**src/rtl/router_pkg.sv**
```systemverilog
// Shared router constants: header field widths, reserved address and packet-source states.
package router_pkg;

    localparam int DATA_W = 8;
    localparam int LEN_W  = 6;
    localparam int ADDR_W = 2;

    localparam logic [ADDR_W-1:0] ADDR_INVALID = 2'b11;

    typedef enum logic [1:0] {
        ST_IDLE = 2'd0,
        ST_HDR  = 2'd1,
        ST_PLD  = 2'd2,
        ST_PAR  = 2'd3
    } pkt_src_state_t;

    function automatic logic [DATA_W-1:0] make_hdr(input logic [LEN_W-1:0]  len,
                                                   input logic [ADDR_W-1:0] dest);
        return {len, dest};
    endfunction

endpackage

```
**src/rtl/router_pkt_src_if.sv**
```systemverilog
// Load, start and router-side handshake bundle of the packet source.
interface router_pkt_src_if #(
    parameter int CNT_W = 16
);
    import router_pkg::*;

    logic                  ld_valid;
    logic [DATA_W-1:0]     ld_data;
    logic                  ld_ready;
    logic                  start;
    logic [ADDR_W-1:0]     start_dest;
    logic                  start_err_inj;
    logic                  start_ready;
    logic                  busy;
    logic                  pkt_valid;
    logic [DATA_W-1:0]     pkt_data;
    logic                  done;
    logic                  start_err;
    logic [CNT_W-1:0]      pkt_count;

    modport master (
        input  ld_valid, ld_data, start, start_dest, start_err_inj, busy,
        output ld_ready, start_ready, pkt_valid, pkt_data, done, start_err, pkt_count
    );

    modport slave (
        output ld_valid, ld_data, start, start_dest, start_err_inj, busy,
        input  ld_ready, start_ready, pkt_valid, pkt_data, done, start_err, pkt_count
    );

endinterface

```
**src/rtl/router_pkt_buf.sv**
```systemverilog
// Payload byte store: one synchronous write port, one combinational read port.
module router_pkt_buf
    import router_pkg::*;
#(
    parameter int MAX_LEN = 63
) (
    input  logic              clock,
    input  logic              i_we,
    input  logic [LEN_W-1:0]  i_wr_addr,
    input  logic [DATA_W-1:0] i_wr_data,
    input  logic [LEN_W-1:0]  i_rd_addr,
    output logic [DATA_W-1:0] o_rd_data
);

    localparam logic [LEN_W-1:0] LAST_ADDR = LEN_W'(MAX_LEN - 1);

    logic [DATA_W-1:0] r_mem [MAX_LEN];

    always_ff @(posedge clock) begin
        if (i_we) begin
            r_mem[i_wr_addr] <= i_wr_data;
        end
    end

    // Addresses past the array return zero instead of reading out of range.
    assign o_rd_data = (i_rd_addr <= LAST_ADDR) ? r_mem[i_rd_addr] : '0;

endmodule

```
**src/rtl/router_pkt_src.sv**
```systemverilog
// Packet source for router_top: buffers a payload, then emits header, payload and parity.
module router_pkt_src
    import router_pkg::*;
#(
    parameter int MAX_LEN = 63,   // at most 63: the header length field is 6 bits
    parameter int CNT_W   = 16
) (
    input  logic             clock,
    input  logic             reset,
    router_pkt_src_if.master bus
);

    localparam logic [LEN_W-1:0] LEN_MAX = LEN_W'(MAX_LEN);

    pkt_src_state_t    r_state;
    logic [LEN_W-1:0]  r_count;
    logic [LEN_W-1:0]  r_rd_ptr;
    logic [DATA_W-1:0] r_parity;
    logic [DATA_W-1:0] r_pkt_data;
    logic              r_pkt_valid;
    logic              r_err_inj;
    logic              r_done;
    logic              r_start_err;
    logic [CNT_W-1:0]  r_pkt_count;

    logic              w_ld_ready;
    logic              w_ld_fire;
    logic [LEN_W-1:0]  w_count_eff;
    logic [DATA_W-1:0] w_rd_data;

    assign w_ld_ready  = (r_state == ST_IDLE) && (r_count < LEN_MAX);
    assign w_ld_fire   = bus.ld_valid && w_ld_ready;
    // A load in the same cycle as a start is counted into that packet.
    assign w_count_eff = r_count + {{(LEN_W-1){1'b0}}, w_ld_fire};

    router_pkt_buf #(
        .MAX_LEN (MAX_LEN)
    ) u_buf (
        .clock     (clock),
        .i_we      (w_ld_fire),
        .i_wr_addr (r_count),
        .i_wr_data (bus.ld_data),
        .i_rd_addr (r_rd_ptr),
        .o_rd_data (w_rd_data)
    );

    always_ff @(posedge clock) begin
        if (reset) begin
            r_state     <= ST_IDLE;
            r_count     <= '0;
            r_rd_ptr    <= '0;
            r_parity    <= '0;
            r_pkt_data  <= '0;
            r_pkt_valid <= 1'b0;
            r_err_inj   <= 1'b0;
            r_done      <= 1'b0;
            r_start_err <= 1'b0;
            r_pkt_count <= '0;
        end else begin
            r_done      <= 1'b0;
            r_start_err <= 1'b0;
            case (r_state)
                ST_IDLE: begin
                    if (w_ld_fire) begin
                        r_count <= w_count_eff;
                    end
                    if (bus.start) begin
                        if ((w_count_eff == '0) || (bus.start_dest == ADDR_INVALID)) begin
                            r_start_err <= 1'b1;
                        end else begin
                            r_state     <= ST_HDR;
                            r_pkt_valid <= 1'b1;
                            r_pkt_data  <= make_hdr(w_count_eff, bus.start_dest);
                            r_parity    <= make_hdr(w_count_eff, bus.start_dest);
                            r_err_inj   <= bus.start_err_inj;
                            r_rd_ptr    <= '0;
                        end
                    end
                end
                ST_HDR, ST_PLD: begin
                    if (!bus.busy) begin
                        if (r_rd_ptr < r_count) begin
                            r_pkt_data <= w_rd_data;
                            r_parity   <= r_parity ^ w_rd_data;
                            r_rd_ptr   <= r_rd_ptr + 1'b1;
                            r_state    <= ST_PLD;
                        end else begin
                            r_state     <= ST_PAR;
                            r_pkt_valid <= 1'b0;
                            r_pkt_data  <= r_parity ^ {DATA_W{r_err_inj}};
                        end
                    end
                end
                ST_PAR: begin
                    if (!bus.busy) begin
                        r_state     <= ST_IDLE;
                        r_pkt_data  <= '0;
                        r_done      <= 1'b1;
                        r_pkt_count <= r_pkt_count + 1'b1;
                        r_count     <= '0;
                        r_rd_ptr    <= '0;
                    end
                end
                default: r_state <= ST_IDLE;
            endcase
        end
    end

    assign bus.ld_ready    = w_ld_ready;
    assign bus.start_ready = (r_state == ST_IDLE);
    assign bus.pkt_valid   = r_pkt_valid;
    assign bus.pkt_data    = r_pkt_data;
    assign bus.done        = r_done;
    assign bus.start_err   = r_start_err;
    assign bus.pkt_count   = r_pkt_count;

endmodule

```
**src/flat_wrapper.sv**
```systemverilog
// flat-port wrapper written by rule: the top's interface ports become plain ports
module router_pkt_src_flat import router_pkg::*;
#(
    parameter int MAX_LEN = 63,                                                   
    parameter int CNT_W   = 16
)
  (clock, reset, bus_ld_valid, bus_ld_data, bus_start, bus_start_dest, bus_start_err_inj, bus_busy, bus_ld_ready, bus_start_ready, bus_pkt_valid, bus_pkt_data, bus_done, bus_start_err, bus_pkt_count);
  router_pkt_src_if #(.CNT_W(CNT_W)) bus_i ();
  input  logic clock;
  input  logic reset;
  input wire logic [$bits(bus_i.ld_valid)-1:0] bus_ld_valid;
  input wire logic [$bits(bus_i.ld_data)-1:0] bus_ld_data;
  input wire logic [$bits(bus_i.start)-1:0] bus_start;
  input wire logic [$bits(bus_i.start_dest)-1:0] bus_start_dest;
  input wire logic [$bits(bus_i.start_err_inj)-1:0] bus_start_err_inj;
  input wire logic [$bits(bus_i.busy)-1:0] bus_busy;
  output wire logic [$bits(bus_i.ld_ready)-1:0] bus_ld_ready;
  output wire logic [$bits(bus_i.start_ready)-1:0] bus_start_ready;
  output wire logic [$bits(bus_i.pkt_valid)-1:0] bus_pkt_valid;
  output wire logic [$bits(bus_i.pkt_data)-1:0] bus_pkt_data;
  output wire logic [$bits(bus_i.done)-1:0] bus_done;
  output wire logic [$bits(bus_i.start_err)-1:0] bus_start_err;
  output wire logic [$bits(bus_i.pkt_count)-1:0] bus_pkt_count;
  assign bus_i.ld_valid = bus_ld_valid;
  assign bus_i.ld_data = bus_ld_data;
  assign bus_i.start = bus_start;
  assign bus_i.start_dest = bus_start_dest;
  assign bus_i.start_err_inj = bus_start_err_inj;
  assign bus_i.busy = bus_busy;
  assign bus_ld_ready = bus_i.ld_ready;
  assign bus_start_ready = bus_i.start_ready;
  assign bus_pkt_valid = bus_i.pkt_valid;
  assign bus_pkt_data = bus_i.pkt_data;
  assign bus_done = bus_i.done;
  assign bus_start_err = bus_i.start_err;
  assign bus_pkt_count = bus_i.pkt_count;
  router_pkt_src #(.MAX_LEN(MAX_LEN), .CNT_W(CNT_W)) u_core (.clock(clock), .reset(reset), .bus(bus_i));
endmodule
```
**config.mk**
```make
export PLATFORM = sky130hd
export DESIGN_NAME = router_pkt_src_flat
export DESIGN_NICKNAME = d
export VERILOG_FILES = /design/src/rtl/router_pkg.sv /design/src/rtl/router_pkt_src_if.sv /design/src/rtl/router_pkt_buf.sv /design/src/rtl/router_pkt_src.sv /design/src/flat_wrapper.sv
export SDC_FILE = /design/constraint.sdc
export NUM_CORES = 1
export LEC_CHECK = 0
export BUFFER_PORTS_ARGS = -buffer_cell sky130_fd_sc_hd__clkbuf_2
export CORE_MARGIN = 1
export CORE_UTILIZATION = 40
export CTS_CLUSTER_SIZE = 14
export DETAILED_ROUTE_END_ITERATION = 10
export PLACE_DENSITY = 0.64
export SLEW_MARGIN = 20
export SYNTH_ARGS = -nofsm -noshare
export SYNTH_HDL_FRONTEND = slang
export SYNTH_SLANG_ARGS = --single-unit
```
**constraint.sdc**
```tcl
create_clock -name clock -period 4.4 [get_ports clock]
set_input_delay 0.44 -clock clock [delete_from_list [all_inputs] [get_ports clock]]
set_output_delay 0.44 -clock clock [all_outputs]
set_load 0.005 [all_outputs]
```
-- Word-level counts from Yosys, hierarchy flattened
Memories as Yosys holds them, arrays and structs flattened. A register that Yosys moved wholly into a read port is not among the register bits.
Cells that the tools add are included.
- order comparisons: 3
- eq/ne operators: 11
- muxes and demuxes: 35
- reduce and logical (&&, ||, !) cells: 17
- add/sub/neg operators: 3
- bitwise logic cells: 7
- operators by type and width (cell ; count):
    8-bit 2-to-1 mux ; 8
    6-bit 2-to-1 mux ; 8
    8-bit case mux with 3 select lines ; 1
    6-bit case mux with 3 select lines ; 1
    16-bit by 1-bit adder with 16-bit output (second input constant) ; 1
    8-bit case mux with 2 select lines ; 1
    8-bit bitwise XOR ; 2
    5-bit AND reduction ; 3
    6-bit case mux with 2 select lines ; 1
    2-bit != test (second input constant) ; 5
    1-bit 2-to-1 mux ; 9
    2-bit 2-to-1 mux ; 4
    6-bit by 1-bit adder with 6-bit output ; 1
    6-bit by 1-bit adder with 6-bit output (second input constant) ; 1
    2-bit equality test (second input constant) ; 3
    6-bit less-or-equal comparator (second input constant) ; 1
    6-bit logical NOT ; 1
    6-bit less-than comparator ; 1
    6-bit less-than comparator (second input constant) ; 1
    2-bit case mux with 3 select lines ; 1
    3-bit AND reduction ; 2
    1-bit inverter ; 5
    2-bit by 1-bit != test with 1-bit output (second input constant) ; 2
    4-bit AND reduction ; 1
    9 further kinds ; 12
- register bits after elaboration: 50
- output and inout bits: 29
- input port bits: 16
- word-level logic and storage cells: 87
- RAM bits: 504
- memories: 1
- memory list (memory ; depth ; width ; rd ports ; clocked after Yosys merged registers in ; write ports ; line ; text):
    u_core.u_buf.r_mem ; 63 ; 8 ; 1 ; 1 ; 1 ; router_pkt_buf.sv:17 ; logic [DATA_W-1:0] r_mem [MAX_LEN];

-- Depth between registers and ports, before layout
- word-level depth: 11
- mapped depth: 15
- depth with buffers taken out: 13

-- Hierarchy
Synthesis repeated with hierarchy kept, for this count alone.
- cell total of the unflattened synthesis: 1344
- area, all modules: 22653.0 um2
- modules (own cells, without submodules) (module ; cells an instance ; times used ; area each (um2)):
    router_pkt_buf ; 987 ; 1 ; 19825.3
    router_pkt_src ; 357 ; 1 ; 2827.7

-- Worst setup path after synthesis
OpenSTA, ideal clock, no wires.
- path type: reg-to-reg
- start point: register u_core.r_count[3]
- end point: register u_core.r_parity[0]
- clock period less this slack: 2.863 ns
- data arrival time: 2.792 ns
- buffers on the path: 1
- stages on the path, launching flop included: 14
- path slack: 1.537 ns
- cells stage by stage: dfxtp_1 > buf_4 > nand3_2 > o211ai_1 > inv_1 > ha_1 > ha_1 > nor3b_1 > mux2_2 > nand4_2 > a21boi_4 > o21a_1 > a21oi_1 > mux2i_1
- longest elaborated chain between the ends: 8
- elaborated cells between the ends (all ways): 10
- RTL lines (item ; line ; text):
    start, declared ; router_pkt_src.sv:16 ; logic [LEN_W-1:0] r_count;
    start signal, assigned ; router_pkt_src.sv:65 ; r_count <= w_count_eff;
    6-bit less-than comparator ; router_pkt_src.sv:31 ; assign w_ld_ready = (r_state == ST_IDLE) && (r_count < LEN_MAX);
    1-bit logical AND ; router_pkt_src.sv:31 ;
    1-bit logical AND ; router_pkt_src.sv:32 ; assign w_ld_fire = bus.ld_valid && w_ld_ready;
    6-bit by 1-bit adder with 6-bit output ; router_pkt_src.sv:34 ; assign w_count_eff = r_count + {{(LEN_W-1){1'b0}}, w_ld_fire};
    6-bit logical NOT ; router_pkt_src.sv:68 ; if ((w_count_eff == '0) || (bus.start_dest == ADDR_INVALID)) begin
    1-bit logical OR ; router_pkt_src.sv:68 ;
    2-bit != test (no source line) ; - ;
    5-bit AND reduction (no source line) (*) ; - ;
    end signal, assigned ; router_pkt_src.sv:74 ; r_parity <= make_hdr(w_count_eff, bus.start_dest);
    end signal, assigned ; router_pkt_src.sv:84 ; r_parity <= r_parity ^ w_rd_data;
    end, declared ; router_pkt_src.sv:18 ; logic [DATA_W-1:0] r_parity;
Mark *: on every way between the ends. The rest lies on a longest branch, timed or not.
A chain may end at the register's enable or synchronous reset.

-- Worst setup path in the final report
- start point: register u_core.r_count[3]
- end point: register u_core.r_rd_ptr[0]
- longest elaborated chain between the ends: 8
- elaborated cells between the ends (all ways): 10
- RTL lines (item ; line ; text):
    6-bit less-than comparator ; router_pkt_src.sv:31 ;
    1-bit logical AND ; router_pkt_src.sv:31 ;
    1-bit logical AND ; router_pkt_src.sv:32 ;
    6-bit by 1-bit adder with 6-bit output ; router_pkt_src.sv:34 ;
    6-bit logical NOT ; router_pkt_src.sv:68 ;
    1-bit logical OR ; router_pkt_src.sv:68 ;
    2-bit != test (no source line) ; - ;
    5-bit AND reduction (no source line) (*) ; - ;
    end signal, assigned ; router_pkt_src.sv:85 ; r_rd_ptr <= r_rd_ptr + 1'b1;
    end, declared ; router_pkt_src.sv:17 ; logic [LEN_W-1:0] r_rd_ptr;
Marked as above.

==> results.sh <==
export IMPL_run_status="finished, final reports clean"
export IMPL_via_per_inst=5.576
export IMPL_maxCapViolations=0
export IMPL_routed_wl_um=52310
export IMPL_die_y_um=242.6
export IMPL_fmax_mhz=264.6
export IMPL_stdcell_area_um2=25720
export IMPL_antenna_found_initial=1
export IMPL_async_flop_share_pct=0
export IMPL_combPwrFrac_pct=9.1
export IMPL_num_vias=12690
export IMPL_cts_resized=0
export IMPL_synth_seq_cells=560
export IMPL_ys_seq_area_share_pct=70.23
export IMPL_grt_pass1_wl_um=79450
export IMPL_hold_class="input pin to flip-flop"
export IMPL_synthAdderAreaFrac_pct=0.7027
export IMPL_cts_buffers=54
export IMPL_pwr_share_clk_pct=39.5
export IMPL_die_area_um2=58830
export IMPL_start_util_pct=40.73
export IMPL_irDropWorstVdd_mv=0.2976
export IMPL_place_detailed_hpwl_um=32460
export IMPL_grt_usage_pct=17.84
export IMPL_place_inst=2180
export IMPL_synth_distinct_cells=63
export IMPL_crit_fanout=14
export IMPL_slew_viol_final=0
export IMPL_drtIter0Drc=1341
export IMPL_finalSetupViolations=0
export IMPL_critical_path_class="flip-flop to flip-flop"
export IMPL_period_share_pct=85.88
export IMPL_post_drt_wl_per_cell_um=22.98
export IMPL_rsz0062_at_grt="no"
export IMPL_synth_xor_area_share_pct=0.9082
export IMPL_fin_ws_ns=0.6212
export IMPL_start_kind="flip-flop"
export IMPL_synth_area_mux_share_pct=12.72
export IMPL_place_congestion=0.8704
export IMPL_cts_sinks=560
export IMPL_cts_tree="built"
export IMPL_power_frac_seq_pct=51.5
export IMPL_synth_edff_count=504
export IMPL_worstHoldPathCells=3
export IMPL_area_growth_pct=11.11
export IMPL_yosys_warnings=0
export IMPL_antennaDiodeCount=0
export IMPL_worst_clock_skew_ns=0.008873
export IMPL_hold_slack_ns=0.09457
export IMPL_root_buffer="clkbuf_16"
export IMPL_nFillCells=4935
export IMPL_clkTransAtPathRegs_ns=0.06
export IMPL_htreeDepth=2
export IMPL_synth_area_um2=23150
export IMPL_power_leakage_nw=7.798
export IMPL_final_cells=2276
export IMPL_hold_path_end="u_core.r_err_inj"
export IMPL_dpl_worst_slack_ns=0.6749
export IMPL_synth_flop_cell="edfxtp_1"
export IMPL_tightest_slew_ns=1.082
export IMPL_synth_simple_area_share_pct=5.817
export IMPL_drive_gt1_share_pct=13.36
export IMPL_maxSlewHeadroom_pct=27.84
export IMPL_r2r_slack_ns=0.62
export IMPL_ant_nets=0
export IMPL_rows=87
export IMPL_required_ns=4.85
export IMPL_port_buffers=44
export IMPL_netlist_instances=1438
export IMPL_post_cts_buffers=0
export IMPL_fin_nets=1509
export IMPL_cts_hold_buf=0
export IMPL_overflow=0
export IMPL_syn_area_per_cell_um2=16.10
export IMPL_powerDensity_nw_per_um2=448.3
export IMPL_setup_tns_ns=0
export IMPL_dr_pass1_iters=8
export IMPL_switching_share_pct=23.73
export IMPL_fin_crit_ns=3.779
export IMPL_p_switching_w=0.002736
export IMPL_drc_errors=0
export IMPL_die_width_um=242.6
export IMPL_rr_endpoint="u_core.r_rd_ptr[0]"
export IMPL_clock_path_buffers=3
export IMPL_dpl_cell_area_um2=24020
export IMPL_hold_path_startpoint="bus_start_err_inj"
export IMPL_num_io_pins=45
export IMPL_intPower_w=0.008793
export IMPL_grt_pass1_vias=12670
export IMPL_rr_worst_depth=12
export IMPL_cp_end_kind="flip-flop"
export IMPL_synth_compound_area_share_pct=7.146
export IMPL_finalHoldViolCount=0
export IMPL_rr_startpoint="u_core.r_count[3]"
export IMPL_core_um2=56820
export IMPL_insertion_delay_ns=0.61
export IMPL_synth_top_family_by_area="multiplexers"
export IMPL_synth_fp_nets=1467
export IMPL_grt_max_degree=64
export IMPL_critPathArrivalTime_ns=4.23
==> power by group through the flow <==
stage | sequential (W) | clock [W] | combinational, W
5_1_grt | 0.00594 | 0.00482 | 0.00114
2_1_floorplan | 0.00603 | 0 | 0.000662
4_1_cts | 0.00593 | 0.00463 | 0.00105
3_5_place_dp | 0.00605 | 0 | 0.00104
6_report | 0.00593 | 0.00455 | 0.00105
3_3_place_gp | 0.00604 | 0 | 0.00101
==> critical path: stages, from the launching register on <==
cell	delay [ns]
dfxtp_1	0.56
nand3_2	0.28
o211ai_1	0.33
inv_1	0.12
ha_1	0.20
ha_1	0.35
nor3b_1	0.22
mux2_2	0.19
nand4_2	0.24
a21oi_2	0.59
nor2_1	0.23
a21oi_1	0.24
nor3_1	0.07
==> logic make-up (layout without fill, tap and decap cells) <==
logic type                 Yosys count  after routing
adders and majority gates           13             13
AOI/OAI and AO/OA                  237            237
DFF                                560            560
buffers and inverters               91            173
and+or+nand+nor                    282            282
muxes                              231            231
xor gates and xnor gates            24             24
==> registers in the layout, indices dropped and copies added (netlist names), named ones only <==
signal,cells
u_core.r_parity,8
u_core.r_err_inj,1
u_core.r_rd_ptr,6
u_core.bus.start_err,1
u_core.bus.pkt_valid,1
u_core.bus.done,1
u_core.r_count,6
u_core.bus.pkt_count,16
u_core.bus.pkt_data,8
u_core.u_buf.r_mem,504
u_core.r_state,2
==> cell type report <==
cell class	instances	area, um2	share of cell area, %
Inverter	12	45.04	0.1751
Multi-Input combinational cell	787	6320	24.57
Clock inverter	30	306.5	1.192
Sequential cell	560	16260	63.24
Timing Repair Buffer	65	440.4	1.712
Clock buffer	66	1396	5.429
Tap cell	756	945.9	3.678
==> synthesized netlist by cell type, types with 11 or more instances <==
cell,count,share of area (%)
a211oi_1,13,0.42
a21oi_1,59,1.3
a221oi_1,11,0.42
a22o_1,12,0.45
a22oi_1,54,1.8
buf_2,17,0.37
buf_4,16,0.52
clkbuf_1,26,0.42
dfxtp_1,56,4.8
edfxtp_1,504,65
ha_1,13,0.70
inv_1,12,0.19
mux2_2,17,0.83
mux2i_1,170,7.4
mux4_1,16,1.8
mux4_2,28,2.7
nand2_1,51,0.83
nand3_1,20,0.43
nor2_1,117,1.9
nor2b_1,16,0.43
nor3_1,11,0.24
o21ai_0,17,0.37
o221ai_1,12,0.45
o22ai_1,12,0.32
xnor2_1,12,0.45
xor2_1,12,0.45
==> worst max-delay path by stage <==
stage	from	to	slack (ns)
floorplan	u_core.r_count[3]	u_core.r_parity[0]	1.54
global placement	u_core.r_count[3]	u_core.r_rd_ptr[0]	0.75
detailed placement	u_core.r_count[3]	flip-flop	0.67
CTS	u_core.r_count[3]	u_core.r_rd_ptr[0]	0.65
global route	u_core.r_count[3]	u_core.r_rd_ptr[0]	0.24
finish	u_core.r_count[3]	u_core.r_rd_ptr[0]	0.62
==> metrics by stage <==
| step | total power, W | util [%] |
|---|---|---|
| 2_1_floorplan | 0.006692 | - |
| 3_3_place_gp | 0.007058 | 42.26 |
| 3_5_place_dp | 0.007086 | 42.26 |
| 4_1_cts | 0.01161 | 45.26 |
| 5_1_grt | 0.01190 | 45.26 |
| 6_report | 0.01153 | 45.26 |
==> layout by cell type (no fill, tap or decap), types with 13 or more instances in the layout <==
cell type	n
a211oi_1	13
edfxtp_1	504
mux2_2	17
dfxtp_1	53
mux4_2	28
clkbuf_2	44
ha_1	13
nand2_1	51
nor2b_1	15
o21ai_0	17
nand3_1	20
a22oi_1	54
mux4_1	16
a21oi_1	59
buf_4	16
nor2_1	117
clkbuf_16	54
mux2i_1	170
==> per-layer routing <==
layer	track usage, %	vias up	part of all wire [%]
li1	-	5770	-
met2	28.33	413	47
met5	0	-	0.019
met4	6.664	2	3.0
met3	2.426	99	5.9
met1	24.98	6407	44
No activity file was read; power rests on OpenSTA's default activity.
